[src/rtl/ripple_carry_counter_sync.sv]
// Free-running modulo-2**WIDTH up-counter built from per-bit toggle stages.
// All state changes on the falling edge of clk; reset is synchronous, active-high.
module ripple_carry_counter_sync #(
  parameter int WIDTH = 4
) (
  output logic [WIDTH-1:0] q,
  input  logic             clk,
  input  logic             reset
);

  logic [WIDTH-1:0] count_r;
  logic [WIDTH-1:0] toggle_s;

  // Stage i toggles only when every lower stage is already 1.
  assign toggle_s[0] = 1'b1;

  generate
    for (genvar i = 1; i < WIDTH; i++) begin : g_toggle
      assign toggle_s[i] = &count_r[i-1:0];
    end
  endgenerate

  // Toggle-flop bank; reset takes priority over counting.
  always_ff @(negedge clk) begin
    if (reset) begin
      count_r <= {WIDTH{1'b0}};
    end else begin
      count_r <= count_r ^ toggle_s;
    end
  end

  assign q = count_r;

endmodule

[config.mk]
export PLATFORM = sky130hd
export DESIGN_NAME = ripple_carry_counter_sync
export DESIGN_NICKNAME = d
export VERILOG_FILES = /design/src/rtl/ripple_carry_counter_sync.sv
export SDC_FILE = /design/constraint.sdc
export NUM_CORES = 1
export LEC_CHECK = 0
export BUFFER_PORTS_ARGS = -buffer_cell sky130_fd_sc_hd__buf_2
export CAP_MARGIN = 20
export CORE_AREA = 2 2 39 41
export CTS_CLUSTER_SIZE = 10
export DETAILED_ROUTE_END_ITERATION = 12
export DIE_AREA = 0 0 41 43
export PLACE_DENSITY = 0.3
export RECOVER_POWER = 100
export SYNTH_ARGS = -nofsm -noshare
export SYNTH_HDL_FRONTEND = slang
export SYNTH_SLANG_ARGS = --single-unit
[constraint.sdc]
create_clock -name clk -period 1.15 [get_ports clk]
set_input_delay 0.0575 -clock clk [delete_from_list [all_inputs] [get_ports clk]]
set_output_delay 0.0575 -clock clk [all_outputs]
set_load 0.03 [all_outputs]
==> summary.txt <==
Worst Path Max Fanout: 2
max FFs per register: 4
DIE WIDTH: 41 um
Post-Syn Instances: 12
final std cells w/o fill: 43
final setup TNS: -917 ps
dpl ws: 5.16 ps
RSZ-0062 raised after global routing: true
TritonCTS buffer count: 3
Worst setup endpoint: q[1]
crit-path cells: buf_6
Netlist Area Pre-Place: 138 sq um
final setup vio count: 4
share of layout cells above drive strength 1: 59.3%
Max-slew headroom: 92.2%
status: finished, violations left
port bufs: 5
vias per cell: 3.19
clock skew: 11.2 ps
beginning of the critical path: q[1]
fillcell total: 161
leakage power: 0.142 nW
core area: 0.00138 sq mm
max-slew violations: 0
Critical Path Max Stage Delay: 330 ps
Mean Syn Cell Area: 11.5 sq um
Worst-Margin Slew: 117 ps
final wirelength: 345 um
Initial Util: 9.95%
setup slack, reg-to-reg: 40 ps
WP data arrival: 1330 ps
num rows: 14
die area: 0.00176 sq mm
violated checks: setup timing
Critical Path RT: 1090 ps
worst r2r path cells: 4
Sequential Area: 85.1 sq um
Nets: 33
post-synthesis cell type count: 6
Worst-Skew Late Latency: 300 ps
hold_buf cts: 0
area of the multi-input gates: 56.3 sq um
root buf cell: clkbuf_4
first-pass GRT wire length: 579 um
Worst path depth: 1
critical path type: flop to output port
peak supply drop: 0.000838 V
crit end category: output port
kind of start point of the critical path: flop
dpl cells: 35
sequential element share of the synthesized area: 58.2%
Clock transition at path regs: 40 ps
RR Endpoint: q[2]
drt drc: 0
antenna violations before repair: 0
pwr/cell area: 1670 mW/mm^2
Final WS setup: -240 ps
largest net degree at the start of global routing: 5
clk sinks: 4
Seq cells post-synth: 4
vias in the first global route: 174
Max Root-Sink Buffers: 2
Top delay family on crit path: flip-flops
worst hold slack: 534 ps
DRT iter0 DRCs: 0
antenna fix cells: 0
most frequent cells in the layout: inv_1 (4), buf_6 (4), dfxtp_2 (4)
reg2reg start: q[0]
slowest CP cell: dfxtp_2
Layout area overhead: 100%
htree depth: 1
IO Count: 6
Die Ht: 43 um
CTS tree: done
grt ovf: 0
post-synthesis net count: 16
Overall Global Routing Usage: 5.73%
post-route ant nets: 0
wire length per cell: 8.02 um
DRT Pass-1 Iters: 1
final hold violation count: 0
HP Class: flop to flop
via count: 137
MaxCap Viol Count: 0
Ys Warns: 0
Critical path buffers and inverters: 1
GPL Wtd Cong: 0.655
Yosys cell counts:
cell type / n / area share [%]
nor2_1: 2 / 5.5
ha_1: 2 / 18
dfxtp_1: 4 / 58
xnor2_1: 1 / 6.4
inv_1: 1 / 2.7
nor2b_1: 2 / 9.1
final cells by class:
type / instances / share of cell area, %
Tap cell: 16 / 7.27
Multi-Input combinational cell: 7 / 20.5
Clock buffer: 3 / 8.18
Sequential cell: 4 / 30.9
Timing Repair Buffer: 9 / 27.7
Clock inverter: 4 / 5.45
stage by stage:
| step | cell area [sq um] | power [mW] | utilization [%] |
|---|---|---|---|
| after detailed placement | 198 | 0.228 | 14.3 |
| after global routing | 275 | 0.502 | 19.9 |
| after CTS | 269 | 0.468 | 19.4 |
| after floorplan | 138 | 0.210 | - |
| final | 275 | 0.459 | 19.9 |
| after global placement | 198 | 0.227 | 14.3 |
report_power, final:
part	total (mW)	internal, mW	switching, mW
Clock	0.241	0.137	0.104
Combinational	0.0617	0.0310	0.0306
Sequential	0.157	0.151	0.00596
metal layers:
layer,vias up,wire length [um],global-route usage [%]
li1,68,-,-
met1,57,150,4.52
met2,12,126,5.63
met3,0,68,10.5
met4,0,0,2.67
met5,-,0,4.17
logic make-up after synthesis:
| kind of cell | count (synthesis) | share of synthesized area, % |
|---|---|---|
| DFF | 4 | 58.2 |
| xor gates and xnor gates | 1 | 6.36 |
| adders and majority gates | 2 | 18.2 |
| and+or+nand+nor | 4 | 14.5 |
| buffers and inverters | 1 | 2.72 |
repair_timing:
item / CTS / global route
gates resized for setup: 12 / 1
cloned: 0 / 0
buffers inserted: 1 / 1
endpoints found under the setup margin: 4 / 6
pin swaps: 0 / 1
worst min path at each step:
stage | start | to | slack [ps] | cells after the start
2_1_floorplan | q[0] | q[0] | 540 | 1
3_3_place_gp | q[0] | q[0] | 500 | 2
3_5_place_dp | q[0] | q[0] | 500 | 2
4_1_cts | q[0] | q[0] | 500 | 2
5_1_grt | reset | q[1] | 530 | 2
6_report | q[0] | q[0] | 530 | 2
No activity file was read; power rests on OpenSTA's default activity.
